`src/rtl/wallace_final_cpa_if.sv`:
```
// Handshake/data bundle for the Wallace multiplier final carry-propagate stage.
// Upstream side: in_valid/in_ready with the last carry-save pair, resolved low
// product bits and the reservation-station tag.
// Downstream side: out_valid/out_ready with the 64-bit product and its tag.
//   slave  : the carry-propagate stage itself
//   master : the producer/consumer environment driving it
interface wallace_final_cpa_if #(
    parameter int LSB_W = 6,
    parameter int TAG_W = 4
);
    logic             in_valid;
    logic             in_ready;
    logic [57:0]      sum_vec;
    logic [58:0]      carry_vec;
    logic [LSB_W-1:0] lsb_bits;
    logic [TAG_W-1:0] in_tag;
    logic             out_valid;
    logic             out_ready;
    logic [63:0]      product;
    logic [TAG_W-1:0] out_tag;

    modport slave (
        input  in_valid, sum_vec, carry_vec, lsb_bits, in_tag, out_ready,
        output in_ready, out_valid, product, out_tag
    );

    modport master (
        output in_valid, sum_vec, carry_vec, lsb_bits, in_tag, out_ready,
        input  in_ready, out_valid, product, out_tag
    );
endinterface

```
`src/rtl/wallace_final_cpa.sv`:
```
// Final carry-propagate adder of the 32x32 Wallace multiplier.
// Adds the last carry-save pair one SEG_W-bit slice per cycle with a rippled
// carry, appends the already-resolved low product bits and returns the tagged
// 64-bit product.
// Ports:
//   clk  - clock, all state updates on the rising edge
//   rst  - synchronous active-high reset
//   cpa  - wallace_final_cpa_if.slave: in_valid/in_ready, sum_vec, carry_vec,
//          lsb_bits, in_tag, out_valid/out_ready, product, out_tag
module wallace_final_cpa #(
    parameter int LSB_W = 6,
    parameter int SEG_W = 16,
    parameter int TAG_W = 4
) (
    input  logic                  clk,
    input  logic                  rst,
    wallace_final_cpa_if.slave    cpa
);
    localparam int PROD_W = 64;
    localparam int ADD_W  = PROD_W - LSB_W;
    localparam int NSEG   = (ADD_W + SEG_W - 1) / SEG_W;
    localparam int PAD_W  = NSEG * SEG_W;
    localparam int CNT_W  = (NSEG > 1) ? $clog2(NSEG) : 1;
    localparam int SH_W   = (PAD_W > 1) ? $clog2(PAD_W) : 1;

    typedef enum logic [1:0] {
        S_IDLE,
        S_ADD,
        S_DONE
    } state_t;

    state_t              state_q;
    logic [CNT_W-1:0]    seg_cnt_q;
    logic                cin_q;
    logic [ADD_W-1:0]    sum_q;
    logic [ADD_W:0]      carry_q;
    logic [PROD_W-1:0]   product_q;
    logic [TAG_W-1:0]    out_tag_q;
    logic                in_ready_q;
    logic                out_valid_q;

    logic [SH_W-1:0]     sh;
    logic [PAD_W-1:0]    sum_pad;
    logic [PAD_W-1:0]    carry_pad;
    logic [PAD_W-1:0]    hi_pad;
    logic [PAD_W-1:0]    slice_mask;
    logic [PAD_W-1:0]    slice_wr;
    logic [SEG_W-1:0]    slice_a;
    logic [SEG_W-1:0]    slice_b;
    logic [SEG_W:0]      slice_sum;
    logic [ADD_W-1:0]    hi_d;
    logic                cout_d;

    // Operands are zero-padded to a whole number of slices so every slice is
    // SEG_W wide; bits above ADD_W (including carry_vec's top bit and the final
    // slice carry-out) fall outside the product and are dropped on write-back.
    always_comb begin
        sh         = SH_W'(seg_cnt_q) * SH_W'(SEG_W);
        sum_pad    = PAD_W'(sum_q);
        carry_pad  = PAD_W'(carry_q);
        hi_pad     = PAD_W'(product_q[PROD_W-1:LSB_W]);
        slice_a    = SEG_W'(sum_pad >> sh);
        slice_b    = SEG_W'(carry_pad >> sh);
        slice_sum  = {1'b0, slice_a} + {1'b0, slice_b} + (SEG_W+1)'(cin_q);
        cout_d     = slice_sum[SEG_W];
        slice_mask = PAD_W'({SEG_W{1'b1}}) << sh;
        slice_wr   = PAD_W'(slice_sum[SEG_W-1:0]) << sh;
        hi_d       = ADD_W'((hi_pad & ~slice_mask) | slice_wr);
    end

    always_ff @(posedge clk) begin
        if (rst) begin
            state_q     <= S_IDLE;
            seg_cnt_q   <= '0;
            cin_q       <= 1'b0;
            sum_q       <= '0;
            carry_q     <= '0;
            product_q   <= '0;
            out_tag_q   <= '0;
            in_ready_q  <= 1'b1;
            out_valid_q <= 1'b0;
        end else begin
            unique case (state_q)
                S_IDLE: begin
                    if (cpa.in_valid) begin
                        sum_q                    <= cpa.sum_vec;
                        carry_q                  <= cpa.carry_vec;
                        product_q[LSB_W-1:0]     <= cpa.lsb_bits;
                        out_tag_q                <= cpa.in_tag;
                        seg_cnt_q                <= '0;
                        cin_q                    <= 1'b0;
                        in_ready_q               <= 1'b0;
                        state_q                  <= S_ADD;
                    end
                end
                S_ADD: begin
                    product_q[PROD_W-1:LSB_W] <= hi_d;
                    cin_q                     <= cout_d;
                    seg_cnt_q                 <= seg_cnt_q + 1'b1;
                    if (seg_cnt_q == CNT_W'(NSEG - 1)) begin
                        out_valid_q <= 1'b1;
                        state_q     <= S_DONE;
                    end
                end
                S_DONE: begin
                    if (cpa.out_ready) begin
                        out_valid_q <= 1'b0;
                        in_ready_q  <= 1'b1;
                        state_q     <= S_IDLE;
                    end
                end
                default: begin
                    state_q     <= S_IDLE;
                    in_ready_q  <= 1'b1;
                    out_valid_q <= 1'b0;
                end
            endcase
        end
    end

    assign cpa.in_ready  = in_ready_q;
    assign cpa.out_valid = out_valid_q;
    assign cpa.product   = product_q;
    assign cpa.out_tag   = out_tag_q;
endmodule

```
`src/flat_wrapper.sv`:
```
// flat-port wrapper written by rule: the top's interface ports become plain ports
module wallace_final_cpa_flat 
#(
    parameter int LSB_W = 6,
    parameter int SEG_W = 16,
    parameter int TAG_W = 4
)
  (clk, rst, cpa_in_valid, cpa_sum_vec, cpa_carry_vec, cpa_lsb_bits, cpa_in_tag, cpa_out_ready, cpa_in_ready, cpa_out_valid, cpa_product, cpa_out_tag);
  wallace_final_cpa_if #(.LSB_W(LSB_W), .TAG_W(TAG_W)) cpa_i ();
  input  logic clk;
  input  logic rst;
  input wire logic [$bits(cpa_i.in_valid)-1:0] cpa_in_valid;
  input wire logic [$bits(cpa_i.sum_vec)-1:0] cpa_sum_vec;
  input wire logic [$bits(cpa_i.carry_vec)-1:0] cpa_carry_vec;
  input wire logic [$bits(cpa_i.lsb_bits)-1:0] cpa_lsb_bits;
  input wire logic [$bits(cpa_i.in_tag)-1:0] cpa_in_tag;
  input wire logic [$bits(cpa_i.out_ready)-1:0] cpa_out_ready;
  output wire logic [$bits(cpa_i.in_ready)-1:0] cpa_in_ready;
  output wire logic [$bits(cpa_i.out_valid)-1:0] cpa_out_valid;
  output wire logic [$bits(cpa_i.product)-1:0] cpa_product;
  output wire logic [$bits(cpa_i.out_tag)-1:0] cpa_out_tag;
  assign cpa_i.in_valid = cpa_in_valid;
  assign cpa_i.sum_vec = cpa_sum_vec;
  assign cpa_i.carry_vec = cpa_carry_vec;
  assign cpa_i.lsb_bits = cpa_lsb_bits;
  assign cpa_i.in_tag = cpa_in_tag;
  assign cpa_i.out_ready = cpa_out_ready;
  assign cpa_in_ready = cpa_i.in_ready;
  assign cpa_out_valid = cpa_i.out_valid;
  assign cpa_product = cpa_i.product;
  assign cpa_out_tag = cpa_i.out_tag;
  wallace_final_cpa #(.LSB_W(LSB_W), .SEG_W(SEG_W), .TAG_W(TAG_W)) u_core (.clk(clk), .rst(rst), .cpa(cpa_i));
endmodule
```
`config.mk`:
```
export PLATFORM = sky130hd
export DESIGN_NAME = wallace_final_cpa_flat
export DESIGN_NICKNAME = d
export VERILOG_FILES = /design/src/rtl/wallace_final_cpa_if.sv /design/src/rtl/wallace_final_cpa.sv /design/src/flat_wrapper.sv
export SDC_FILE = /design/constraint.sdc
export NUM_CORES = 1
export LEC_CHECK = 0
export CORE_MARGIN = 10
export CORE_UTILIZATION = 45
export DETAILED_ROUTE_END_ITERATION = 7
export MAX_ROUTING_LAYER = met4
export PLACE_DENSITY = 0.84
export SYNTH_ARGS = -nofsm -noshare
export SYNTH_HDL_FRONTEND = slang
export SYNTH_SLANG_ARGS = --single-unit
```
`constraint.sdc`:
```
create_clock -name clk -period 4.5 [get_ports clk]
set_input_delay 1.35 -clock clk [delete_from_list [all_inputs] [get_ports clk]]
set_output_delay 1.35 -clock clk [all_outputs]
set_load 0.01 [all_outputs]
```
==> summary.md, run 1 <==
| Metric | Value |
|---|---|
| Status | `completed` |
| Final period util | `80.74%` |
| Die W | `154.2 microns` |
| RSZ-0062 raised after global routing | `no` |
| Initial antenna violation count | `1` |
| Syn nets | `1111` |
| Cell variety after synth | `47` |
| Hold_buf cts | `0` |
| Tmin final | `3.633 ns` |
| Worst-margin pin slew | `1.018 ns` |
| Commonest cells in the netlist | `292 x nand2_1, 192 x dfxtp_1, 155 x a21oi_1` |
| WP data arrival | `3.94 ns` |
| H-tree depth | `4` |
| Routed WL | `24.54 mm` |
| DP HPWL | `17.87 mm` |
| RePlAce Congestion | `0.9229` |
| Yosys top cell area share | `47.41%` |
| Congestion Overflow GR | `0` |
| Post-CTS Repair Setup Buffers | `0` |
| I/O Buffers | `200` |
| Power Density | `375.8 nW/um^2` |
| Count leader, synth | `nand2_1` |
| Asr flop ratio synth | `0%` |
| Clock transition at path regs | `0.07 ns` |
| Total number of vias | `7476` |
| Worst Path Required | `4.81 ns` |
| Post-Syn Area | `8108 sq um` |
| Cell family with most CP delay | `adder cells` |
| GRT Overall Usage | `20.85%` |
| Initial core utilization | `45.44%` |
| Clk_lat worst skew | `0.44 ns` |
| Global-route met1 utilization | `23.68%` |
| Clk_skew | `0.01296 ns` |
| Worst Path Class, Setup | `reg2reg` |
| Top FF cell, synth | `dfxtp_1` |
| Post-synthesis simple-gate area fraction | `18.67%` |
| Critical Path End Type | `flop` |
| Critical path fanouts, max | `22` |
| Final Hold Fails | `0` |
| First-pass detailed-route iteration total | `5` |
| Main combinational cell family by area after synthesis | `simple AND/OR/NAND/NOR gates` |
| Met3 Use GR | `7.349%` |
| TritonCTS clock tree | `built` |
| Proportion of synthesized area in mux cells | `7.315%` |
| HP Class | `reg2reg` |
| Util after Layout | `60.90%` |
| DR DRC count | `0` |
| Synth Area in Compound Gates | `18.35%` |
| P&R area growth vs syn | `34.01%` |
| Gate Count Post-Synth | `959` |
| Crit path buffers/inverters | `0` |
| Setup TNS | `0 ns` |
| Boundary Pins | `201` |
| Number of flops mapped to enable cells by yosys | `0` |
| Die height | `154.2 microns` |
| Met2 usage | `32.80%` |
| Final nets | `1270` |
| Final setup fails | `0` |
| Vias in the first global route | `7421` |
| Mean area per synthesized cell | `8.454 sq um` |
| Global-route wire length before repair | `39.05 mm` |
| Synth warnings | `0` |
| Max Fclk | `275.2 MHz` |
| CTS resizes | `0` |
| Crit start category | `flop` |
| DR iter-0 viols | `580` |
| Die area | `23790 sq um` |
| Hold_ws | `0.4547 ns` |
| Area share of fa/ha/maj cells after synthesis | `3.426%` |
| Root buffer cell | `clkbuf_16` |
| Busiest grt layer | `met2` |
| Post-synthesis sequential area ratio | `47.41%` |
| Final ANT Viol Nets | `0` |
| CTS Sinks | `192` |
| Largest net degree at the start of global routing | `106` |
| Largest stage delay, worst path | `0.70 ns` |
| Synth top area cells | `dfxtp_1 47%, nand2_1 14%, a21oi_1 9.6%, mux4_2 5.8%, ha_1 2.9%` |
| CORE AREA | `17840 sq um` |
| Lkg Pwr | `4.023 nW` |
| Yosys reg bits | `192` |
| CTS Buffer Depth | `2` |
| DR vias/cell | `5.493` |
| XOR/XNOR Fraction of Synth Area | `1.080%` |
| Share of layout cells above drive strength 1 | `6.454%` |
| Max-Cap Viols | `0` |
| Crit-path slowest cell | `dfxtp_2` |
| Cell Chain, Critical Path | `mux4_2 > fa_1 > fa_1 > a21o_1 > a311o_1 > and3b_1 > or3_4 > a32oi_1 > nor2_1` |
| Slew headroom | `31.90%` |
| Cell repeated most along the worst path | `fa_1` |
| Rows | `49` |
| Pins over their slew limit | `0` |
| Post-layout power | `4.083 mW` |
| Synth area leader | `dfxtp_1` |
| Num CTS Buffers | `17` |
| WL per Instance | `18.03 microns` |
| Peak supply drop | `0.2801 mV` |
==> flip-flops by register name (all words and copies together), names as in the netlist <==
signal,flops
u_core.cpa.out_valid,1
u_core.sum_q,58
u_core.cin_q,1
u_core.cpa.out_tag,4
u_core.seg_cnt_q,2
u_core.carry_q,59
u_core.cpa.product,64
u_core.state_q,2
u_core.cpa.in_ready,1
==> logic make-up (layout without fill, tap and decap cells) <==
logic type,Yosys count,in the layout
other cells,0,1
buf+inv,74,246
xor+xnor,10,10
compound gates,250,250
simple gates,379,379
fa+ha+maj,21,21
mux,33,33
flops,192,192
==> worst reg2reg max path, cell delays in order, from the launching register on <==
cell	delay, ns
dfxtp_2	0.70
mux4_2	0.42
fa_1	0.49
fa_1	0.42
a21o_1	0.23
a311o_1	0.41
and3b_1	0.19
or3_4	0.38
a32oi_1	0.20
nor2_1	0.06
==> final timing paths <==
| kind | start | endpoint | slack, ns | cells after the start |
|---|---|---|---|---|
| max | u_core.seg_cnt_q[1] | u_core.cpa.product[32] | 0.87 | 9 |
| min | u_core.carry_q[26] | u_core.carry_q[26] | 0.45 | 2 |
| max reg2reg | u_core.seg_cnt_q[1] | u_core.cpa.product[32] | 0.87 | 9 |
| min reg2reg | u_core.carry_q[26] | u_core.carry_q[26] | 0.45 | 2 |
==> per-layer routing <==
metal / wire, microns / share of wire (%) / up-vias
li1: - / - / 3649
met1: 9646 / 39 / 3477
met2: 11740 / 48 / 296
met3: 2354 / 9.6 / 54
met4: 799 / 3.3 / 0
met5: 0 / 0 / -
==> layout by cell type (no fill, tap or decap), types with 3 or more instances in the layout <==
master           synthesis  final
inv_8                    0      4
clkdlybuf4s50_1          0    199
buf_4                    0      9
nor3_1                   7      7
mux4_2                  21     21
a21oi_1                155    155
bufinv_16                0      3
nor2b_1                  4      4
xor2_1                   4      4
a21o_1                   5      5
xnor2_1                  6      6
mux2i_1                 12     12
nand2b_1                 5      5
clkbuf_16                0     17
ha_1                    19     19
a32o_1                  12     12
o21ai_0                 20     20
nand3_1                 16     16
a22oi_1                 29     29
o22ai_1                  5      5
a32oi_1                  3      3
inv_1                    3      3
nand2_1                292    292
a211oi_1                 3      3
and3_1                   3      3
dfxtp_1                192    190
inv_6                    0      4
a311o_1                  4      4
nor2_1                  44     43
==> final cells by class <==
type,instances,area (sq um)
flip-flops and latches,192,3846
clock buffers,17,425.4
fillers,1526,6975
clock inverters,15,220.2
inverters,4,15.01
well taps,229,286.5
multi-input cells,693,3970
diodes,1,2.502
repair buffers,210,2100
==> power breakdown <==
group          leakage [nW]  switching [mW]  total (mW)  internal (mW)
sequential             1.57          0.0504        1.83           1.78
combinational          2.14           0.327       0.607          0.280
clock                 0.316           0.734        1.64          0.909
total                  4.02            1.11        4.08           2.97
==> through the flow <==
stage | instance area [sq um] | setup slack, ns | instances
after floorplan | 8108 | 0.6862 | 959
after global placement | 10220 | 0.9686 | 1328
after detailed placement | 10220 | 0.9133 | 1328
after CTS | 10860 | 0.8935 | 1360
after global routing | 10870 | 0.7318 | 1361
final | 10870 | 0.8665 | 1361
Power figures use the tool's default switching activity.
==> run 2, diff against run 1 <==
--- a/config.mk
+++ b/config.mk
@@ -9,7 +9,7 @@
 export CORE_UTILIZATION = 45
 export DETAILED_ROUTE_END_ITERATION = 7
 export MAX_ROUTING_LAYER = met4
-export PLACE_DENSITY = 0.84
+export PLACE_DENSITY = 0.87
 export SYNTH_ARGS = -nofsm -noshare
 export SYNTH_HDL_FRONTEND = slang
 export SYNTH_SLANG_ARGS = --single-unit
==> constraint.sdc (replaced) <==
create_clock -name clk -period 3.3 [get_ports clk]
set_input_delay 0.99 -clock clk [delete_from_list [all_inputs] [get_ports clk]]
set_output_delay 0.99 -clock clk [all_outputs]
set_load 0.01 [all_outputs]
==> run 2 against run 1 <==
Register-to-register slack worse by 0.76 ns. Sequential share of layout area down 0.18 points. Global-route usage decreased by 0.58 points. Hold slack got worse by 0.00088 ns. Sequential cell count unchanged. Critical endpoint is now u_core.cpa.product[48]. Largest power group unchanged. Highest routed layer unchanged.
==> summary.md, run 2 (same netlist as run 1, synthesis figures left out) <==
| Metric | Value |
|---|---|
| P&R area growth vs syn | `34.77%` |
| Clock transition at path regs | `0.07 ns` |
| Root buffer cell | `clkbuf_16` |
| Crit start category | `flop` |
| Die area | `23790 sq um` |
| Slew headroom | `38.12%` |
| FF-to-FF End | `u_core.cpa.product[48]` |
| Most common cell after layout, fill and taps aside | `nand2_1` |
| Fin area | `10930 sq um` |
| Largest register FFs | `64` |
| Worst-margin pin slew | `0.9248 ns` |
| Peak supply drop | `0.4357 mV` |
| Largest net degree at the start of global routing | `97` |
| Total number of vias | `7490` |
| CTS Buffer Depth | `2` |
| Worst reg2reg path depth | `9` |
| Critical path fanouts, max | `5` |
| Final Hold Fails | `0` |
| Lkg Pwr | `4.058 nW` |
| DP HPWL | `17.91 mm` |
| DR vias/cell | `5.443` |
| I/O Buffers | `200` |
| DR DRC count | `0` |
| Vias in the first global route | `7378` |
| Worst Path Required | `3.62 ns` |
| Hold Path End | `u_core.sum_q[54]` |
| Clk_lat worst skew | `0.44 ns` |
| Cell repeated most along the worst path | `fa_2` |
| HP Class | `reg2reg` |
| H-tree depth | `4` |
| Boundary Pins | `201` |
| Initial core utilization | `45.44%` |
| Pins over their slew limit | `0` |
| Status | `completed` |
| Final period util | `96.75%` |
| Most frequent cells in the layout | `292 x nand2_1, 199 x clkdlybuf4s50_1, 190 x dfxtp_1` |
| CORE AREA | `17840 sq um` |
| Fin worst setup slack | `0.1071 ns` |
| Final ANT Viol Nets | `0` |
| Clk_skew | `0.01095 ns` |
| First-pass detailed-route iteration total | `5` |
| Rows | `49` |
| Worst slack at placement | `0.07579 ns` |
| WP data arrival | `3.51 ns` |
| Share of layout cells above drive strength 1 | `8.122%` |
| Hold path depth | `2` |
| Num CTS Buffers | `17` |
| Max-Cap Viols | `0` |
| Startpoint of the worst register-to-register path | `u_core.seg_cnt_q[0]` |
| Crit-path slowest cell | `mux4_2` |
| Worst Path Class, Setup | `reg2reg` |
| Largest stage delay, worst path | `0.52 ns` |
| RePlAce Congestion | `0.9492` |
| Cell Chain, Critical Path | `mux4_2 > fa_2 > fa_2 > a21o_1 > a311o_1 > and3b_1 > or3_4 > a32oi_1 > nor2_1` |
| Worst hold start | `u_core.sum_q[54]` |
| GRT Overall Usage | `20.27%` |
| Max Fclk | `313.2 MHz` |
| TritonCTS clock tree | `built` |
| Cell family with most CP delay | `compound AO/OA/AOI/OAI gates` |
| Global-route wire length before repair | `38.07 mm` |
| RSZ-0062 raised after global routing | `yes` |
| Final nets | `1284` |
| Die W | `154.2 microns` |
| Die height | `154.2 microns` |
| R2R setup slack | `0.11 ns` |
| Routed WL | `24.28 mm` |
| WL per Instance | `17.64 microns` |
| Final setup fails | `0` |
| Critical Path End Type | `flop` |
| Congestion Overflow GR | `0` |
| Tmin final | `3.193 ns` |
| Power Density | `488.5 nW/um^2` |
| Crit path buffers/inverters | `0` |
| DP Area | `10300 sq um` |
| CTS Sinks | `192` |
| DR iter-0 viols | `559` |
| Initial antenna violation count | `2` |
## run 2: cell count changes in the layout (fill, tap and decap cells not counted), moves of 3 or more
cell	change
buf_4	+13
a21oi_2	+3
clkinv_2	+4
inv_8	-4
a21oi_1	-3
## run 2: timing repair
| item | 4_1_cts | 5_1_grt |
|---|---|---|
| gates resized for setup | 0 | 7 |
| endpoints found under the setup margin | 0 | 21 |
| hold buffers | 0 | 0 |
| buffers inserted | 0 | 3 |
## run 2: worst max path at each step
stage / cells after the start / slack (ns) / to / from
after CTS: 9 / 0.03 / u_core.cpa.product[14] / u_core.seg_cnt_q[0]
after floorplan: 11 / 0.03 / u_core.cpa.product[32] / u_core.seg_cnt_q[0]
after detailed placement: 9 / 0.08 / u_core.cpa.product[46] / u_core.seg_cnt_q[0]
after global routing: 9 / -0.004 / u_core.cpa.product[32] / u_core.seg_cnt_q[0]
after global placement: 9 / 0.14 / u_core.cpa.product[16] / u_core.seg_cnt_q[0]
final: 9 / 0.11 / u_core.cpa.product[48] / u_core.seg_cnt_q[0]
## run 2: metrics by stage
step	total power, mW	instances	util, %	TNS, ns	hold WS, ns
4_1_cts	5.348	1371	60.93	0	0.4527
2_1_floorplan	3.012	959	-	0	0.4308
6_report	5.338	1376	61.25	0	0.4538
3_5_place_dp	3.389	1339	57.76	0	0.4439
5_1_grt	5.544	1376	61.25	-0.003940	0.4677
3_3_place_gp	3.372	1339	57.76	0	0.4395
## run 2: cell type report
class | count | area (sq um)
repair buffers | 224 | 2208
fillers | 1497 | 6914
inverters | 4 | 15.01
diodes | 2 | 5.005
clock inverters | 12 | 108.9
multi-input cells | 693 | 3998
flip-flops and latches | 192 | 3849
well taps | 229 | 286.5
clock buffers | 20 | 456.7
## run 2: power breakdown
part	total [mW]	switching, mW	leakage, nW	internal [mW]
Combinational	0.856	0.454	2.21	0.402
Clock	1.98	0.901	0.277	1.08
Sequential	2.50	0.0656	1.57	2.43
Total	5.34	1.42	4.06	3.92
## run 2: worst min-delay path, delay by kind of cell (launching register included)
family | cells | cell delay (ns)
DFF | 1 | 0.31
and+or+nand+nor | 1 | 0.05
AOI/OAI and AO/OA | 1 | 0.05
## run 2: layer usage
layer | up-vias | global-route usage (%) | wire length [microns]
met2 | 263 | 33.05 | 11790
met4 | 0 | 6.613 | 516
met5 | - | - | 0
met3 | 41 | 7.072 | 2185
li1 | 3658 | - | -
met1 | 3528 | 22.85 | 9787
==> run 3, diff against run 2 <==
--- a/config.mk
+++ b/config.mk
@@ -5,6 +5,7 @@
 export SDC_FILE = /design/constraint.sdc
 export NUM_CORES = 1
 export LEC_CHECK = 0
+export CAP_MARGIN = 30
 export CORE_MARGIN = 10
 export CORE_UTILIZATION = 45
 export DETAILED_ROUTE_END_ITERATION = 7
==> results of run 3 <==
No change in the layout: final DEF, timing and power equal those of run 2.
